$ cat src/rtl/mul_seq_pkg.sv
// Shared definitions for the MUL/MLA sequencer: state codes, instruction
// field positions and a field decode helper.
package mul_seq_pkg;

   typedef logic [2:0] state_t;

   localparam state_t IDLE   = 3'd0;
   localparam state_t RD_OPS = 3'd1;
   localparam state_t RD_ACC = 3'd2;
   localparam state_t MUL    = 3'd3;
   localparam state_t WB     = 3'd4;

   localparam int RD_HI   = 19;
   localparam int RD_LO   = 16;
   localparam int RA_HI   = 15;
   localparam int RA_LO   = 12;
   localparam int RS_HI   = 11;
   localparam int RS_LO   = 8;
   localparam int RM_HI   = 3;
   localparam int RM_LO   = 0;
   localparam int ACC_BIT = 21;

   localparam logic [3:0] PC_REG = 4'd15;

   typedef struct packed {
      logic       acc;
      logic [3:0] rd;
      logic [3:0] ra;
      logic [3:0] rs;
      logic [3:0] rm;
   } mul_fields_t;

   function automatic mul_fields_t decode_fields(input logic [31:0] instr);
      mul_fields_t f;
      f.acc = instr[ACC_BIT];
      f.rd  = instr[RD_HI:RD_LO];
      f.ra  = instr[RA_HI:RA_LO];
      f.rs  = instr[RS_HI:RS_LO];
      f.rm  = instr[RM_HI:RM_LO];
      return f;
   endfunction

endpackage

$ cat src/rtl/mul_shift_add_dp.sv
// Shift-add multiply datapath: holds multiplicand, multiplier, running
// product and iteration count; one multiplier bit is retired per step.
module mul_shift_add_dp #(
   parameter int WIDTH = 32
) (
   input  logic             clk,
   input  logic             reset,
   input  logic             load,
   input  logic             acc_load,
   input  logic             step,
   input  logic [WIDTH-1:0] rd1,
   input  logic [WIDTH-1:0] rd2,
   output logic [WIDTH-1:0] prod,
   output logic             last,
   output logic             zero
);
   import mul_seq_pkg::*;

   localparam int CW = (WIDTH > 1) ? $clog2(WIDTH) : 1;

   logic [WIDTH-1:0] mcand;
   logic [WIDTH-1:0] mplr;
   logic [CW-1:0]    count;

   // NOTE: state registers use non-blocking assignments so every flop samples
   // the pre-edge values; blocking here would chain prod/mcand/mplr updates.
   always_ff @(posedge clk or posedge reset) begin
      if (reset) begin
         mcand <= '0;
         mplr  <= '0;
         prod  <= '0;
         count <= '0;
      end else if (load) begin
         mcand <= rd1;
         mplr  <= rd2;
         prod  <= '0;
         count <= '0;
      end else if (acc_load) begin
         prod  <= rd1;
      end else if (step) begin
         if (mplr[0]) prod <= prod + mcand;
         mcand <= mcand << 1;
         mplr  <= mplr >> 1;
         count <= count + 1'b1;
      end
   end

   assign last = (count == CW'(WIDTH - 1));
   assign zero = (mplr == '0);

endmodule

$ cat src/rtl/mul_sequencer.sv
// MUL/MLA controller: sequences operand reads over two register-file ports,
// runs the shift-add datapath and issues one write-back.
// Optional early termination on a zero multiplier: MUL_SEQ_EARLY_TERM_EN.
module mul_sequencer #(
   parameter int WIDTH      = 32,
   parameter int REG_ADDR_W = 4
) (
   input  logic                  clk,
   input  logic                  reset,
   input  logic                  start,
   input  logic [31:0]           instr,
   output logic [REG_ADDR_W-1:0] ra1,
   output logic [REG_ADDR_W-1:0] ra2,
   input  logic [WIDTH-1:0]      rd1,
   input  logic [WIDTH-1:0]      rd2,
   output logic                  we,
   output logic [REG_ADDR_W-1:0] wa,
   output logic [WIDTH-1:0]      wd,
   output logic                  busy,
   output logic                  done
);
   import mul_seq_pkg::*;

   state_t      state_q;
   state_t      state_d;
   mul_fields_t f_q;

   logic             dp_load;
   logic             dp_acc_load;
   logic             dp_step;
   logic             dp_exit;
   logic [WIDTH-1:0] dp_prod;
   logic             dp_last;
   logic             dp_zero;

   logic unused_instr;
   assign unused_instr = ^{instr[31:22], instr[20], instr[7:4]};

   always_ff @(posedge clk or posedge reset) begin
      if (reset) begin
         state_q <= IDLE;
         f_q     <= '0;
      end else begin
         state_q <= state_d;
         if (state_q == IDLE && start) f_q <= decode_fields(instr);
      end
   end

   assign dp_load     = (state_q == RD_OPS);
   assign dp_acc_load = (state_q == RD_ACC);

`ifdef MUL_SEQ_EARLY_TERM_EN
   // An exhausted multiplier cannot change the product, so stop stepping.
   assign dp_step = (state_q == MUL) && !dp_zero;
   assign dp_exit = dp_last || dp_zero;
`else
   logic unused_zero;
   assign unused_zero = dp_zero;
   assign dp_step = (state_q == MUL);
   assign dp_exit = dp_last;
`endif

   // NOTE: state_d gets a default before the case so every path assigns it
   // and no latch is inferred.
   always_comb begin
      state_d = state_q;
      case (state_q)
         IDLE:    if (start) state_d = RD_OPS;
         RD_OPS:  state_d = f_q.acc ? RD_ACC : MUL;
         RD_ACC:  state_d = MUL;
         MUL:     if (dp_exit) state_d = WB;
         WB:      state_d = IDLE;
         default: state_d = IDLE;
      endcase
   end

   always_comb begin
      ra1 = '0;
      ra2 = '0;
      case (state_q)
         RD_OPS: begin
            ra1 = REG_ADDR_W'(f_q.rm);
            ra2 = REG_ADDR_W'(f_q.rs);
         end
         RD_ACC: ra1 = REG_ADDR_W'(f_q.ra);
         default: ;
      endcase
   end

   // Writes to the PC are dropped; done still completes the handshake.
   assign done = (state_q == WB);
   assign we   = done && (f_q.rd != PC_REG);
   assign wa   = done ? REG_ADDR_W'(f_q.rd) : '0;
   assign wd   = done ? dp_prod : '0;
   assign busy = (state_q != IDLE);

   mul_shift_add_dp #(.WIDTH(WIDTH)) u_dp (
      .clk      (clk),
      .reset    (reset),
      .load     (dp_load),
      .acc_load (dp_acc_load),
      .step     (dp_step),
      .rd1      (rd1),
      .rd2      (rd2),
      .prod     (dp_prod),
      .last     (dp_last),
      .zero     (dp_zero)
   );

endmodule

$ cat config.mk
export PLATFORM = sky130hd
export DESIGN_NAME = mul_sequencer
export DESIGN_NICKNAME = d
export VERILOG_FILES = /design/src/rtl/mul_seq_pkg.sv /design/src/rtl/mul_shift_add_dp.sv /design/src/rtl/mul_sequencer.sv
export SDC_FILE = /design/constraint.sdc
export NUM_CORES = 1
export LEC_CHECK = 0
export CAP_MARGIN = 20
export CORE_MARGIN = 3
export CORE_UTILIZATION = 35
export CTS_BUF_LIST = sky130_fd_sc_hd__clkbuf_4
export DETAILED_ROUTE_END_ITERATION = 6
export MAX_ROUTING_LAYER = met4
export PLACE_DENSITY_LB_ADDON = 0.12
export SLEW_MARGIN = 20
export SYNTH_ARGS = -nofsm -noshare
export SYNTH_HDL_FRONTEND = slang
export SYNTH_SLANG_ARGS = --single-unit
$ cat constraint.sdc
create_clock -name clk -period 5.17 [get_ports clk]
set_clock_uncertainty 0.1 [all_clocks]
set_input_delay 0.7755 -clock clk [delete_from_list [all_inputs] [get_ports clk]]
set_output_delay 0.7755 -clock clk [all_outputs]
set_load 0.01 [all_outputs]
==> out/results.ini <==
[synthesis]
synth_flop_cell=dfrtp_1
synth_most_common_cell=dfrtp_1
yosys-top-cells-count=121 x dfrtp_1, 115 x nand2_1, 109 x o21ai_0
yosysTopAreaCellShare_pct=40.13
async_flop_share_pct=100.0
synth_cells=831
syn-num-nets=964
ys_top_cells_by_area=dfrtp_1 40%, mux2i_1 9.0%, o21ai_0 7.2%
ys_ff_latch=121
netlist_area_sq_mm=0.007546
synth_cell_types=64
synth_area_per_cell_sq_um=9.081
synth_edf_count=0
yosysWarnings=0
yosysTopAreaCell=dfrtp_1
ys_seq_area_share_pct=40.13

[power_and_ir_drop]
intPower_mw=2.372
clock_power_share_pct=15.0
powerDensity_mw_per_mm2=465.9
p_leak_nw=4.317
power_switching_mw=1.943
ir_drop_uv=157.0
total_power_mw=4.315
combPwrFrac_pct=48.7
p_sw_share_pct=45.04
p_seq_share_pct=36.3

[routing]
antenna_left=0
drt-total-wl_um=19880
post_drt_wl_per_cell_um=16.36
drc=0
vias=6266
drtPass1Iterations=5
viasPerCell=5.157
initialDrtViolationCount=345

[grt]
grt_overflow=0
track_usage_pct=17.78
antenna_found_initial=1
grt_pass1_wl_um=33330
grt_max_degree=98
grt_pass1_vias=6487

[clock_network]
cts_hold_buf=0
htreeDepth=4
cts_tree=yes
clockRootBuffer=clkbuf_4
numCtsBuffers=17
clock_latency_ps=540
cts.repair.resized=0
clockBufferDepth=2
postCtsSetupBuffers=0
clock-sinks=121
clk_pin_slew_worst_paths_ps=110

[placement]
place_area_sq_mm=0.008996
place_congestion=0.8420
hpwl_um=13960
io_buffers=130

[sta]
max_freq_mhz=252.7
setup_viol=0
timing.slew.headroom_pct=36.34
rsz0062_at_grt=false
tightest_slew_ps=954.9
fin_crit_ps=3957
finalCritPeriodShare_pct=76.53
hold_viol_final=0
finalSetupTns_ps=0
maxSlewViolCount=0

[die]
num_rows=53
fp.dieH_um=152.8
start_util_pct=35.78
die_x_um=152.8
boundaryPins=146
dieArea_sq_mm=0.02336
core_sq_mm=0.02109

[setup_path]
crit_path_cell_trace=nor2_2, buf_4, and3_1, clkdlybuf4s50_1
cp.required_ps=4290
cp_max_fo=37
crit_type=reg2out
crit_path_top_delay_cell=dfrtp_4
crit_arrival_ps=3080
startpoint_type=flip-flop
slowest_delay_ps=710
endpoint_kind=output pin
worst-path-buf-inv=2
critical-path-top-delay-family=buffers and inverters

[cells_and_area]
stdcell_area_sq_mm=0.009263
nFillCells=2180
syn_to_final_growth_pct=22.75
final_util_pct=43.92
layout-drive-gt1-share_pct=7.996
fin_nets=1058

[outcome]
outcome=finished, final reports clean

[run]
max_cap_violations=0

[hold_path]
hold_path.class=reg2reg

-- layout make-up --
type                            instances  area (sq um)  area share, %
Multi-Input combinational cell        633          4204          45.39
Sequential cell                       121          3032          32.73
Timing Repair Buffer                  138          1361          14.70
Tap cell                              275         344.1          3.715
Clock buffer                           18         135.1          1.459
Clock inverter                         14         123.9          1.337
Inverter                               14         57.56         0.6214
Antenna cell                            2         5.005        0.05403
-- cell families (layout without fill, tap and decap cells) --
group	count (synthesis)	count (layout)	share of synthesized area (%)
multiplexers	84	84	11.41
flip-flops	121	121	40.13
XOR/XNOR	24	24	2.786
AND/OR/NAND/NOR	263	263	17.11
other	0	2	0
adder cells (fa/ha/maj)	34	34	5.737
buffers and inverters	77	184	4.361
AO/OA/AOI/OAI	228	228	18.47
-- path summary, 6_finish.rpt --
| path | startpoint | slack [ps] | cells past startpoint | to |
|---|---|---|---|---|
| worst max-delay path | state_q[1] | 1210 | 4 | wd[31] |
| worst min-delay path | u_dp.mplr[30] | 390 | 2 | u_dp.mplr[30] |
| worst max register to register | state_q[1] | 1850 | 6 | u_dp.prod[24] |
| worst min register to register | u_dp.mplr[30] | 390 | 2 | u_dp.mplr[30] |
| max in group asynchronous | reset | 3490 | 3 | u_dp.mcand[10] |
| min in group asynchronous | reset | 640 | 2 | u_dp.mplr[21] |
-- metal layers --
metal | up-vias | global-route usage [%] | part of all wire (%)
met2 | 139 | 27.44 | 45
li1 | 3181 | - | -
met3 | 10 | 4.388 | 4.3
met1 | 2936 | 24.14 | 50
met4 | 0 | 3.309 | 0.54
met5 | - | - | 0
-- cells in the final DEF (no fill, tap or decap), types with 3 or more instances in the layout --
master,n
clkdlybuf4s50_1,130
dfrtp_1,120
nand2_1,115
o21ai_0,109
mux2i_1,68
a21oi_1,42
and3_1,41
ha_1,33
nor2_1,29
a22oi_1,26
clkbuf_4,18
mux2_2,16
nand4_1,15
xor2_1,14
nor3_1,14
inv_1,13
xnor2_1,10
nand3_1,9
nor2b_1,8
buf_4,8
nand2b_1,7
nor3b_1,6
a211oi_1,5
a21o_1,4
o21bai_1,4
a211oi_2,4
inv_6,4
a211o_1,3
a31oi_1,3
o31ai_1,3
o21a_1,3
a21boi_0,3
o21ai_1,3
clkinv_2,3
clkinvlp_4,3
clkinv_4,3
-- metrics by stage --
step | instances | setup WS (ps) | hold WS [ps]
6_report | 1215 | 1213 | 389.5
5_1_grt | 1215 | 944.5 | 420.0
4_1_cts | 1213 | 1084 | 398.0
3_5_place_dp | 1181 | 1739 | 369.7
3_3_place_gp | 1181 | 1756 | 359.5
2_1_floorplan | 831 | 1080 | 349.6
-- sequential cells by signal, indices dropped and copies added, names as in the netlist --
register	count
u_dp.mcand	32
u_dp.mplr	32
u_dp.prod	32
f_q	17
u_dp.count	5
state_q	3
-- power groups by stage --
| stage | clock [mW] | sequential (mW) | combinational [mW] |
|---|---|---|---|
| floorplan | 0 | 1.48 | 1.68 |
| global placement | 0 | 1.59 | 2.09 |
| detailed placement | 0 | 1.59 | 2.11 |
| CTS | 0.685 | 1.57 | 2.12 |
| global route | 0.721 | 1.62 | 2.40 |
| finish | 0.647 | 1.57 | 2.10 |
-- tightest hold or removal path: cells and delay by family (launching register included) --
kind | cells | cell delay [ps]
AOI/OAI and AO/OA | 1 | 60
DFF | 1 | 360
and+or+nand+nor | 1 | 50
Power figures use the tool's default switching activity.
